===== src/rtl/ym_bus_master.sv =====
// Bus-cycle initiator for a pair of YM2149 PSGs: queues CPU register requests
// and turns each one into BDIR/BC/DA/A8 strobe sequences, returning read data.
module ym_bus_master #(
    parameter int FIFO_DEPTH = 4,
    parameter int T_SETUP    = 1,
    parameter int T_PULSE    = 2,
    parameter int T_HOLD     = 1,
    parameter bit ADDR_CACHE = 1'b1
) (
    input  logic       CLK,
    input  logic       RESET,
    input  logic       req_valid,
    output logic       req_ready,
    input  logic       req_rd,
    input  logic       req_chip,
    input  logic [3:0] req_addr,
    input  logic [7:0] req_data,
    output logic       rsp_valid,
    output logic [7:0] rsp_data,
    output logic       busy,
    output logic       BDIR,
    output logic       BC,
    output logic [7:0] DA,
    output logic [1:0] A8,
    input  logic [7:0] DO0,
    input  logic [7:0] DO1
);
    // state  | meaning
    // IDLE   | waiting for a queued request; pops and latches it
    // A_SET  | address on DA, BC=1, BDIR low (setup)
    // A_STB  | address strobe, BDIR high
    // A_HLD  | address hold, BDIR low; updates the per-chip address cache
    // D_SET  | write data on DA, BC=0, BDIR low (setup)
    // D_STB  | write strobe, BDIR high
    // D_HLD  | write hold, BDIR low
    // R_WAIT | read mode (BC=1, BDIR=0); samples DO on the last cycle
    // R_DONE | read release, rsp_valid on the first cycle

    localparam int PW = (FIFO_DEPTH > 1) ? $clog2(FIFO_DEPTH) : 1;
    localparam int CW = $clog2(T_SETUP + T_PULSE + T_HOLD + 1);

    localparam logic [CW-1:0] L_SET = CW'(T_SETUP - 1);
    localparam logic [CW-1:0] L_PUL = CW'(T_PULSE - 1);
    localparam logic [CW-1:0] L_HLD = CW'(T_HOLD - 1);
    localparam logic [CW-1:0] L_RW  = CW'(T_SETUP + T_PULSE - 1);
    localparam logic [PW:0]   FULL_CNT = (PW + 1)'(FIFO_DEPTH);

    typedef enum logic [3:0] {
        S_IDLE, S_A_SET, S_A_STB, S_A_HLD,
        S_D_SET, S_D_STB, S_D_HLD, S_R_WAIT, S_R_DONE
    } state_t;

    typedef struct packed {
        logic       rd;
        logic       chip;
        logic [3:0] addr;
        logic [7:0] data;
    } req_t;

    req_t          mem [FIFO_DEPTH];
    logic [PW-1:0] wr_ptr;
    logic [PW-1:0] rd_ptr;
    logic [PW:0]   count;
    req_t          head;
    req_t          cur;
    logic          push;
    logic          pop;
    logic          hit;

    state_t        state;
    state_t        state_nxt;
    logic [CW-1:0] cnt;
    logic [CW-1:0] cnt_nxt;
    logic          last;

    logic [1:0]    cache_v;
    logic [3:0]    cache_a [2];

    assign req_ready = (count != FULL_CNT);
    assign head      = mem[rd_ptr];
    assign pop       = (state == S_IDLE) && (count != '0);
    // A pop in the same cycle frees a slot, so a push into a full FIFO still lands.
    assign push      = req_valid && (req_ready || pop);
    assign hit       = ADDR_CACHE && cache_v[head.chip] && (cache_a[head.chip] == head.addr);
    assign last      = (cnt == '0);
    assign busy      = (count != '0) || (state != S_IDLE);

    always_ff @(posedge CLK) begin
        if (push) begin
            mem[wr_ptr] <= '{rd: req_rd, chip: req_chip, addr: req_addr, data: req_data};
        end
    end

    always_ff @(posedge CLK) begin
        if (RESET) begin
            wr_ptr <= '0;
            rd_ptr <= '0;
            count  <= '0;
        end else begin
            if (push) wr_ptr <= wr_ptr + 1'b1;
            if (pop)  rd_ptr <= rd_ptr + 1'b1;
            case ({push, pop})
                2'b10:   count <= count + 1'b1;
                2'b01:   count <= count - 1'b1;
                default: count <= count;
            endcase
        end
    end

    always_ff @(posedge CLK) begin
        if (RESET) begin
            state    <= S_IDLE;
            cnt      <= '0;
            cur      <= '0;
            cache_v  <= 2'b00;
            cache_a  <= '{default: 4'h0};
            rsp_data <= 8'h00;
        end else begin
            state <= state_nxt;
            cnt   <= cnt_nxt;
            if (pop) cur <= head;
            if (state == S_A_HLD && last) begin
                cache_v[cur.chip] <= 1'b1;
                cache_a[cur.chip] <= cur.addr;
            end
            if (state == S_R_WAIT && last) begin
                rsp_data <= cur.chip ? DO1 : DO0;
            end
        end
    end

    always_comb begin
        state_nxt = state;
        cnt_nxt   = (cnt != '0) ? cnt - 1'b1 : cnt;
        unique case (state)
            S_IDLE: begin
                cnt_nxt = '0;
                if (pop) begin
                    if (!hit) begin
                        state_nxt = S_A_SET;
                        cnt_nxt   = L_SET;
                    end else if (head.rd) begin
                        state_nxt = S_R_WAIT;
                        cnt_nxt   = L_RW;
                    end else begin
                        state_nxt = S_D_SET;
                        cnt_nxt   = L_SET;
                    end
                end
            end
            S_A_SET: if (last) begin state_nxt = S_A_STB; cnt_nxt = L_PUL; end
            S_A_STB: if (last) begin state_nxt = S_A_HLD; cnt_nxt = L_HLD; end
            S_A_HLD: begin
                if (last) begin
                    state_nxt = cur.rd ? S_R_WAIT : S_D_SET;
                    cnt_nxt   = cur.rd ? L_RW : L_SET;
                end
            end
            S_D_SET:  if (last) begin state_nxt = S_D_STB;  cnt_nxt = L_PUL; end
            S_D_STB:  if (last) begin state_nxt = S_D_HLD;  cnt_nxt = L_HLD; end
            S_D_HLD:  if (last) begin state_nxt = S_IDLE;   cnt_nxt = '0;    end
            S_R_WAIT: if (last) begin state_nxt = S_R_DONE; cnt_nxt = L_HLD; end
            S_R_DONE: if (last) begin state_nxt = S_IDLE;   cnt_nxt = '0;    end
            default: begin
                state_nxt = S_IDLE;
                cnt_nxt   = '0;
            end
        endcase
    end

    always_comb begin
        BDIR      = 1'b0;
        BC        = 1'b0;
        DA        = 8'h00;
        A8        = 2'b00;
        rsp_valid = 1'b0;
        if (state != S_IDLE) begin
            A8 = cur.chip ? 2'b10 : 2'b01;
        end
        unique case (state)
            S_A_SET, S_A_HLD: begin
                BC = 1'b1;
                DA = {4'h0, cur.addr};
            end
            S_A_STB: begin
                BDIR = 1'b1;
                BC   = 1'b1;
                DA   = {4'h0, cur.addr};
            end
            S_D_SET, S_D_HLD: DA = cur.data;
            S_D_STB: begin
                BDIR = 1'b1;
                DA   = cur.data;
            end
            S_R_WAIT: BC = 1'b1;
            S_R_DONE: rsp_valid = (cnt == L_HLD);
            default: ;
        endcase
    end
endmodule

===== config.mk =====
export PLATFORM = sky130hd
export DESIGN_NAME = ym_bus_master
export DESIGN_NICKNAME = d
export VERILOG_FILES = /design/src/rtl/ym_bus_master.sv
export SDC_FILE = /design/constraint.sdc
export NUM_CORES = 1
export LEC_CHECK = 0
export BUFFER_PORTS_ARGS = -buffer_cell sky130_fd_sc_hd__buf_4
export CORE_MARGIN = 2
export CORE_UTILIZATION = 41
export CTS_CLUSTER_DIAMETER = 30
export DETAILED_ROUTE_END_ITERATION = 12
export SKIP_CTS_REPAIR_TIMING = 1
export SLEW_MARGIN = 5
export SYNTH_ARGS = -nofsm -noshare
export SYNTH_HDL_FRONTEND = slang
export SYNTH_SLANG_ARGS = --single-unit

===== constraint.sdc =====
create_clock -name CLK -period 8.67 [get_ports CLK]
set_input_delay 0.4335 -clock CLK [delete_from_list [all_inputs] [get_ports CLK]]
set_output_delay 0.4335 -clock CLK [all_outputs]
set_load 0.02 [all_outputs]

==> flow_metrics.env, run 1 <==
export IMPL_status="complete, no violations"
export IMPL_tns_ps=0
export IMPL_stdcell_area_um2=5176
export IMPL_clkSlewWorstSetupHoldPaths_ps=110
export IMPL_cts_sinks=104
export IMPL_crit_required_ps=8960
export IMPL_drc=0
export IMPL_die_h_um=108.2
export IMPL_yosysMostFrequentCell="edfxtp_1"
export IMPL_grt_pass1_vias=2741
export IMPL_routabilityCongestion=0.8634
export IMPL_critical_path_class="reg -> reg"
export IMPL_critPathMaxStageDelay_ps=730
export IMPL_grt_max_degree=45
export IMPL_slew_violations=0
export IMPL_synthesis_nets=410
export IMPL_arrival_ps=3910
export IMPL_first_iter_violations=120
export IMPL_grt_pass1_wl_mm=13.70
export IMPL_coreArea_um2=10700
export IMPL_cts_htree_levels=3
export IMPL_leakagePower_nw=1.802
export IMPL_crit_chain="nor4_2, nand2_1, clkinv_1, ha_1, inv_1, fa_1, xor2_1, or3_1, a21oi_1"
export IMPL_final_hold_violation_count=0
export IMPL_ys_top_cells_by_count="edfxtp_1 (56), dfxtp_1 (48), nand2_1 (41), nor2_1 (34), a21oi_1 (27)"
export IMPL_firstDrtPassIters=4
export IMPL_worst_setup_path_start_kind="flip-flop"
export IMPL_synth_enable_flop_cells=56
export IMPL_finalPower_mw=1.424
export IMPL_syn2layout_area_growth_pct=16.37
export IMPL_multi_input_area_um2=1674
export IMPL_viasPerCell=5.148
export IMPL_seq_area_frac_synth_pct=59.41
export IMPL_synthArstFlopShare_pct=0
export IMPL_critPathLaunch="state[2]"
export IMPL_syn_area_um2=4448
export IMPL_skew_ps=17.52
export IMPL_synth_compound_area_share_pct=8.917
export IMPL_synth_xor_area_share_pct=2.166
export IMPL_synth_top_area_cell="edfxtp_1"
export IMPL_setup_viol=0
export IMPL_final_util_pct=48.39
export IMPL_grt_usage_pct=15.37
export IMPL_rsz0062_at_grt="false"
export IMPL_synth_area_leaders="edfxtp_1 (38%), dfxtp_1 (22%), mux4_2 (5.6%)"
export IMPL_path_max_fanout=22
export IMPL_dp_cells=545
export IMPL_synth_cell_type_count=48
export IMPL_rows=38
export IMPL_routedWlPerCell_um=15.26
export IMPL_fmax_ghz=0.2764
export IMPL_slew_headroom_pct=37.83
export IMPL_synth_top_family_by_area="simple AND/OR/NAND/NOR gates"
export IMPL_numCtsBuffers=9
export IMPL_end_kind="flip-flop"
export IMPL_num_antenna_cells=0
export IMPL_clkLatencyLatePin_ps=370
export IMPL_antenna_found_initial=0
export IMPL_num_vias=2888
export IMPL_seqCellArea_um2=2643
export IMPL_avgSynthCellArea_um2=12.05
export IMPL_r2r_start="state[2]"
export IMPL_placedInstanceArea_um2=4965
export IMPL_place_hpwl_mm=5.734
export IMPL_fin_crit_sh_pct=41.73
export IMPL_synthCells=369
export IMPL_drive_above_1_share_pct=21.14
export IMPL_grt_overflow_total=0
export IMPL_root_buffer="clkbuf_8"
export IMPL_n_fill_cell=961
export IMPL_die_w_um=108.2
export IMPL_initial_core_util_pct=41.58
export IMPL_tightest_slew_ps=927.5
export IMPL_synth_fa_ha_area_share_pct=2.644
export IMPL_r2r_cells=9
export IMPL_r2r_end="count[2]"
export IMPL_ys_flop_type="edfxtp_1"
export IMPL_max_vdd_ir_drop_mv=0.1428
export IMPL_stdcell_count=561
export IMPL_die_area_um2=11700
export IMPL_ios=56
export IMPL_ys_warn_count=0
export IMPL_cts_buffer_depth=2
export IMPL_hold_class="in -> reg"
export IMPL_io_buffers=55
export IMPL_synthMuxAreaShare_pct=10.94
export IMPL_maxCapViolations=0
export IMPL_synth_simple_area_share_pct=12.86
export IMPL_cp_endpoint="count[2]"
export IMPL_cts_tree="built"
export IMPL_synth_top_area_share_pct=37.81
export IMPL_r2r_slack_ps=5050
export IMPL_wirelength_mm=8.559
export IMPL_p_per_area_nw_per_um2=275.0
export IMPL_ys_ff_latch=104
export IMPL_nets=457
export IMPL_ant_nets=0
export IMPL_min_period_ps=3618
export IMPL_critPathSlowestCell="nor4_2"
## where the power goes
part / switching (mW) / internal, mW / total, mW
clock: 0.178 / 0.141 / 0.319
sequential: 0.0808 / 0.585 / 0.666
combinational: 0.243 / 0.196 / 0.438
total: 0.502 / 0.922 / 1.42
## cells in the final DEF (no fill, tap or decap), drive strengths merged, types with 2 or more instances in the layout
cell type and n:
buf 56, edfxtp 56, dfxtp 48, nand2 41, nor2 34, a21oi 27
inv 18, mux2i 16, mux4 14, and2 9, clkbuf 9, xnor2 8
a211oi 8, a31oi 7, ha 7, nor3b 6, nand3 6, nor2b 5
nor3 5, nor4 4, o21ai 4, or3 3, o21a 3, xor2 3
nand2b 2, o2111ai 2, o211ai 2, clkinv 2
## through the flow
step	hold slack [ps]	worst slack, ps
6_report	249.5	5052
4_1_cts	232.8	5033
3_5_place_dp	443.6	5075
2_1_floorplan	431.7	5823
3_3_place_gp	442.0	5261
5_1_grt	224.8	4719
## layer usage
layer / wire length [um] / GRT usage [%]
met1: 4029 / 20.70
met2: 3979 / 24.84
met3: 458 / 3.556
met4: 92 / 4.670
met5: 0 / 0
## worst max-delay path: cells and delay by family, from the launching register on
family                   cells  cell delay [ps]
AO/OA/AOI/OAI                1              140
XOR/XNOR                     1              170
adder cells (fa/ha/maj)      2              640
buffers and inverters        2              480
flip-flops                   1              550
AND/OR/NAND/NOR              3             1560
## cell type report
type | count | area share [%]
multi-input cells | 231 | 32.34
inverters | 14 | 1.015
well taps | 140 | 3.384
clock buffers | 9 | 2.393
repair buffers | 56 | 8.122
flip-flops and latches | 104 | 51.05
clock inverters | 7 | 1.692
## flip-flops by register name (all words and copies together), names as in the netlist, named ones only
register / cells
wr_ptr: 2
rsp_data: 8
mem: 56
rd_ptr: 2
count: 3
state: 4
cache_v: 2
cnt: 3
cache_a: 8
cur: 14
## worst min-delay path by stage
stage | from | to | slack [ps] | depth (start not counted)
floorplan | cur[4] | cur[4] | 430 | 2
global placement | cur[6] | cur[6] | 440 | 2
detailed placement | cur[4] | cur[4] | 440 | 2
CTS | req_addr[3] | mem[2][11] | 230 | 1
global route | req_data[0] | mem[0][0] | 220 | 1
finish | req_addr[3] | mem[3][11] | 250 | 1
## cell families (layout without fill, tap and decap cells)
group | Yosys count | in the layout
simple gates | 119 | 119
flops | 104 | 104
compound gates | 62 | 62
buf+inv | 34 | 86
mux | 30 | 30
xor+xnor | 11 | 11
fa+ha+maj | 9 | 9
(Power assumes the default switching activity.)
==> run 2: changes to the inputs <==
==> constraint.sdc (replaced) <==
create_clock -name CLK -period 3.1 [get_ports CLK]
set_input_delay 0.155 -clock CLK [delete_from_list [all_inputs] [get_ports CLK]]
set_output_delay 0.155 -clock CLK [all_outputs]
set_load 0.02 [all_outputs]
==> run 2 against run 1 <==
- combinational power rose to 3.2 times the previous value
- critical path depth unchanged
- sequential cell count unchanged
- largest power group unchanged
==> flow_metrics.env, run 2 (same netlist as run 1, synthesis figures left out) <==
export IMPL_clkPwrFrac_pct=22.7
export IMPL_p_int_mw=2.719
export IMPL_clkLatencyLatePin_ps=350
export IMPL_place_hpwl_mm=5.940
export IMPL_layout_commonest_cell="buf_4"
export IMPL_final_hold_violation_count=0
export IMPL_ios=56
export IMPL_maxCapViolations=0
export IMPL_dp_cells=555
export IMPL_p_comb_share_pct=33.7
export IMPL_viasPerCell=5.089
export IMPL_die_h_um=108.2
export IMPL_firstDrtPassIters=4
export IMPL_drc=0
export IMPL_fin_worst_hold_slack_ps=150.5
export IMPL_routabilityCongestion=0.8910
export IMPL_largest_reg_flops=56
export IMPL_first_iter_violations=168
export IMPL_path_buf_inv=2
export IMPL_slew_violations=0
export IMPL_antenna_found_initial=0
export IMPL_ant_nets=0
export IMPL_grt_max_degree=45
export IMPL_stdcell_count=585
export IMPL_drive_above_1_share_pct=22.02
export IMPL_numCtsBuffers=9
export IMPL_coreArea_um2=10700
export IMPL_leakagePower_nw=1.914
export IMPL_max_vdd_ir_drop_mv=0.3428
export IMPL_clkSlewWorstSetupHoldPaths_ps=100
export IMPL_syn2layout_area_growth_pct=21.55
export IMPL_end_kind="flip-flop"
export IMPL_p_per_area_nw_per_um2=763.5
export IMPL_cts_buffer_depth=2
export IMPL_die_w_um=108.2
export IMPL_setup_viol=0
export IMPL_arrival_ps=2660
export IMPL_switching_share_pct=34.14
export IMPL_grt_pass1_vias=2828
export IMPL_seqCellArea_um2=2643
export IMPL_regMostFlops="mem"
export IMPL_fin_crit_sh_pct=76.39
export IMPL_top_regs="mem (56), cur (14)"
export IMPL_hold_class="in -> reg"
export IMPL_io_buffers=55
export IMPL_multi_input_area_um2=1674
export IMPL_critical_path_class="reg -> reg"
export IMPL_skew_ps=10.12
export IMPL_slew_headroom_pct=45.58
export IMPL_crit_required_ps=3390
export IMPL_num_antenna_cells=0
export IMPL_cp_top_family="flip-flops"
export IMPL_die_area_um2=11700
export IMPL_seqPwrFrac_pct=43.6
export IMPL_min_period_ps=2368
export IMPL_path_max_fanout=16
export IMPL_routedWlPerCell_um=15.04
export IMPL_root_buffer="clkbuf_8"
export IMPL_initial_core_util_pct=41.58
export IMPL_rows=38
export IMPL_nets=481
export IMPL_grt_overflow_total=0
export IMPL_fmax_ghz=0.4223
export IMPL_critPathSlowestCell="dfxtp_1"
export IMPL_tns_ps=0
export IMPL_cts_sinks=104
export IMPL_num_vias=2977
export IMPL_p_switching_mw=1.409
export IMPL_critPathMaxStageDelay_ps=650
export IMPL_critPathMostFrequentCell="inv_1"
export IMPL_tightest_slew_ps=815.1
export IMPL_grt_pass1_wl_mm=14.19
export IMPL_status="complete, no violations"
export IMPL_most_common_layout_cells="buf_4 (66), edfxtp_1 (56), dfxtp_1 (48), nand2_1 (41), nor2_1 (34)"
export IMPL_crit_chain="nor4_2, o21a_1, inv_1, ha_1, inv_1, fa_1, xor2_1, or3_1, a21oi_1"
export IMPL_rsz0062_at_grt="false"
export IMPL_cts_tree="built"
export IMPL_wirelength_mm=8.799
export IMPL_n_fill_cell=959
export IMPL_worst_setup_path_start_kind="flip-flop"
export IMPL_cts_htree_levels=3
export IMPL_grt_usage_pct=15.62
[run 2: changes by cell type in the layout (fill, tap and decap cells not counted), sizes merged]
| cell | change |
|---|---|
| clkbuf | +1 |
| buf | +10 |
| bufinv | +1 |
| clkinvlp | +1 |
| clkinv | -1 |
| inv | -2 |
| dlygate4sd3 | +14 |
[run 2: worst paths after layout]
| kind | startpoint | to | slack [ps] | cells past startpoint |
|---|---|---|---|---|
| min reg2reg | cur[5] | cur[5] | 450 | 2 |
| max | state[1] | count[2] | 730 | 9 |
| min | DO0[0] | rsp_data[0] | 150 | 3 |
| max reg2reg | state[1] | count[2] | 730 | 9 |
[run 2: per-layer routing]
metal  vias to the layer above  global-route usage [%]  wire length, um
met3                         7                   3.014              435
met4                         0                   4.396               74
met2                        71                   25.25             4079
li1                       1484                       -                -
met1                      1415                   21.59             4210
met5                         -                       0                0
[run 2: layout make-up]
type	instances	area share (%)
Sequential cell	104	48.88
Multi-Input combinational cell	231	30.97
Clock inverter	6	1.828
Clock buffer	10	2.361
Timing Repair Buffer	80	11.76
Inverter	14	0.9720
Tap cell	140	3.240
[run 2: metrics by stage]
stage / total power [mW] / utilization (%) / cell area, um2 / worst slack [ps]
after global placement: 3.194 / 47.11 / 5040 / 823.2
final: 4.128 / 50.54 / 5406 / 731.8
after CTS: 4.152 / 49.23 / 5266 / 759.4
after floorplan: 2.790 / - / 4448 / 252.9
after detailed placement: 3.218 / 47.11 / 5040 / 762.8
after global routing: 4.380 / 50.54 / 5406 / 544.8
[run 2: worst reg2reg max path, cell delays in order (launching register included)]
cell,delay (ps)
dfxtp_1,650
nor4_2,90
o21a_1,270
inv_1,100
ha_1,180
inv_1,60
fa_1,370
xor2_1,150
or3_1,310
a21oi_1,130
[run 2: power by group through the flow]
stage / logic, mW / clock network [mW] / registers, mW
finish: 1.39 / 0.936 / 1.80
global route: 1.53 / 1.02 / 1.83
CTS: 1.39 / 0.960 / 1.80
detailed placement: 1.38 / 0 / 1.83
global placement: 1.37 / 0 / 1.83
floorplan: 1.05 / 0 / 1.74
==> run 3: changes to the inputs <==
--- a/config.mk
+++ b/config.mk
@@ -5,6 +5,7 @@
 export SDC_FILE = /design/constraint.sdc
 export NUM_CORES = 1
 export LEC_CHECK = 0
+export ABC_AREA = 1
 export BUFFER_PORTS_ARGS = -buffer_cell sky130_fd_sc_hd__buf_4
 export CORE_MARGIN = 2
 export CORE_UTILIZATION = 41
==> constraint.sdc (replaced) <==
create_clock -name CLK -period 1.95 [get_ports CLK]
set_input_delay 0.0975 -clock CLK [delete_from_list [all_inputs] [get_ports CLK]]
set_output_delay 0.0975 -clock CLK [all_outputs]
set_load 0.02 [all_outputs]
==> run 3 against run 2 <==
- combinational power is 140% higher
- sequential share of layout area is 3.0 points lower
- clock skew is 1.6 ps higher
- sequential cell count stayed put
- wire length is 17% higher
- largest power group is now combinational cells
- critical endpoint unchanged
- global-route usage is 1.7 points higher
- sequential power is 61% higher
- count of clock-buffer cells in the layout stayed put
- utilization is 2.8 points higher
==> flow_metrics.env, run 3 <==
export IMPL_status="complete, no violations"
export IMPL_rsz0062_at_grt="true"
export IMPL_arrival_ps=2110
export IMPL_firstDrtPassIters=4
export IMPL_grt_pass1_wl_mm=15.89
export IMPL_antenna_found_initial=0
export IMPL_worst_setup_path_start_kind="flip-flop"
export IMPL_final_hold_violation_count=0
export IMPL_cts_buffer_depth=2
export IMPL_die_area_um2=12000
export IMPL_initial_core_util_pct=42.12
export IMPL_critical_path_class="reg -> reg"
export IMPL_maxCapViolations=0
export IMPL_slew_headroom_pct=67.19
export IMPL_end_kind="flip-flop"
export IMPL_ys_top_cells_by_count="nand2_1 (76), nor2_1 (74), o21ai_0 (66), edfxtp_1 (56), inv_1 (55)"
export IMPL_synth_fa_ha_area_share_pct=2.357
export IMPL_grt_overflow_total=0
export IMPL_synthArstFlopShare_pct=0
export IMPL_ys_ff_latch=104
export IMPL_critPathSlowestCell="dfxtp_4"
export IMPL_yosysMostFrequentCell="nand2_1"
export IMPL_synth_top_family_by_area="simple AND/OR/NAND/NOR gates"
export IMPL_clkSlewWorstSetupHoldPaths_ps=100
export IMPL_critPathMaxStageDelay_ps=380
export IMPL_die_h_um=109.5
export IMPL_fin_worst_hold_slack_ps=4.446
export IMPL_ys_flop_type="edfxtp_1"
export IMPL_largest_reg_flops=56
export IMPL_cts_tree="built"
export IMPL_synth_simple_area_share_pct=18.72
export IMPL_num_antenna_cells=0
export IMPL_tns_ps=0
export IMPL_synth_enable_flop_cells=56
export IMPL_clkLatencyLatePin_ps=360
export IMPL_max_vdd_ir_drop_mv=0.7023
export IMPL_synthMuxAreaShare_pct=0
export IMPL_regMostFlops="mem"
export IMPL_skew_ps=11.67
export IMPL_tightest_slew_ps=491.7
export IMPL_rows=38
export IMPL_setup_viol=0
export IMPL_p_per_area_nw_per_um2=1304
export IMPL_layout_commonest_cell="buf_4"
export IMPL_final_util_pct=53.36
export IMPL_crit_required_ps=2210
export IMPL_grt_pass1_vias=3367
export IMPL_leakagePower_nw=2.344
export IMPL_synth_top_area_cell="edfxtp_1"
export IMPL_grt_usage_pct=17.29
export IMPL_grt_max_degree=33
export IMPL_cts_htree_levels=3
export IMPL_viasPerCell=4.889
export IMPL_nets=643
export IMPL_synth_top_area_share_pct=36.83
export IMPL_cts_sinks=104
export IMPL_synth_compound_area_share_pct=14.20
export IMPL_die_w_um=109.5
export IMPL_coreArea_um2=10840
export IMPL_num_vias=3652
export IMPL_syn_area_um2=4566
export IMPL_fin_crit_sh_pct=94.66
export IMPL_ios=56
export IMPL_path_max_fanout=5
export IMPL_synthCells=504
export IMPL_synthesis_nets=545
export IMPL_ant_nets=0
export IMPL_synth_area_leaders="edfxtp_1 (37%), dfxtp_1 (21%), o21ai_0 (7.2%)"
export IMPL_slew_violations=0
export IMPL_top_regs="mem (56), cur (14)"
export IMPL_ys_warn_count=0
export IMPL_numCtsBuffers=9
export IMPL_avgSynthCellArea_um2=9.059
export IMPL_routedWlPerCell_um=13.75
export IMPL_io_buffers=55
export IMPL_hold_class="in -> reg"
export IMPL_syn2layout_area_growth_pct=26.69
export IMPL_seq_area_frac_synth_pct=57.88
export IMPL_fmax_ghz=0.5418
export IMPL_synth_xor_area_share_pct=0.1918
export IMPL_first_iter_violations=192
export IMPL_place_hpwl_mm=7.089
export IMPL_drc=0
export IMPL_drive_above_1_share_pct=22.57
export IMPL_synth_cell_type_count=36
export IMPL_root_buffer="clkbuf_8"
export IMPL_crit_chain="nor2_4, inv_2, nor2_4, inv_2, nor2_4, ha_4, inv_2, fa_2, a21oi_2, o21ai_1, o21ai_1, a21oi_1"
export IMPL_min_period_ps=1846
export IMPL_routabilityCongestion=0.8215
export IMPL_wirelength_mm=10.27
export IMPL_most_common_layout_cells="buf_4 (82), nand2_1 (74), nor2_1 (72), o21ai_0 (63), edfxtp_1 (56)"
-- run 3: logic make-up (layout without fill, tap and decap cells) --
group,after synthesis,in the layout
simple gates,195,196
compound gates,121,121
flops,104,104
buf+inv,75,177
fa+ha+maj,8,8
xor+xnor,1,1
-- run 3: per-layer routing --
layer	up-vias	wire, um	global-route usage (%)	share of wire [%]
met5	-	0	0	0
met4	0	146	6.239	1.4
met3	10	480	2.667	4.7
met2	86	4838	28.92	47
met1	1669	4807	22.75	47
li1	1887	-	-	-
-- run 3: path summary, 6_finish.rpt --
check	depth (start not counted)	from	slack, ps	endpoint
max	12	state[2]	100	count[2]
min reg2reg	2	rd_ptr[1]	490	flip-flop
max reg2reg	12	state[2]	100	count[2]
min	3	DO0[3]	4	rsp_data[3]
-- run 3: critical path: cells and delay by family, from the launching register on --
family	cells	cell delay, ps
adders and majority gates	2	470
DFF	1	380
and+or+nand+nor	3	360
AOI/OAI and AO/OA	4	360
buffers and inverters	3	170
-- run 3: cell type report --
cell class	instances	area (um2)
Clock buffer	10	127.6
Clock inverter	6	53.80
Fill cell	1008	5056
Inverter	58	220.2
Multi-Input combinational cell	326	1687
Sequential cell	104	2653
Tap cell	140	175.2
Timing Repair Buffer	103	868.3
-- run 3: power breakdown --
part | internal, mW | switching (mW)
Combinational | 1.30 | 2.09
Clock | 0.485 | 0.768
Sequential | 2.69 | 0.212
Total | 4.48 | 3.07
-- run 3: metrics by stage --
step                setup slack, ps  total power, mW  area [um2]  std cells
floorplan                    -68.15            5.069        4601        504
global placement              78.46            6.027        5336        707
detailed placement            46.25            6.100        5336        707
CTS                           18.55            7.375        5518        723
global route                 -34.63            8.095        5784        747
finish                        104.1            7.543        5784        747
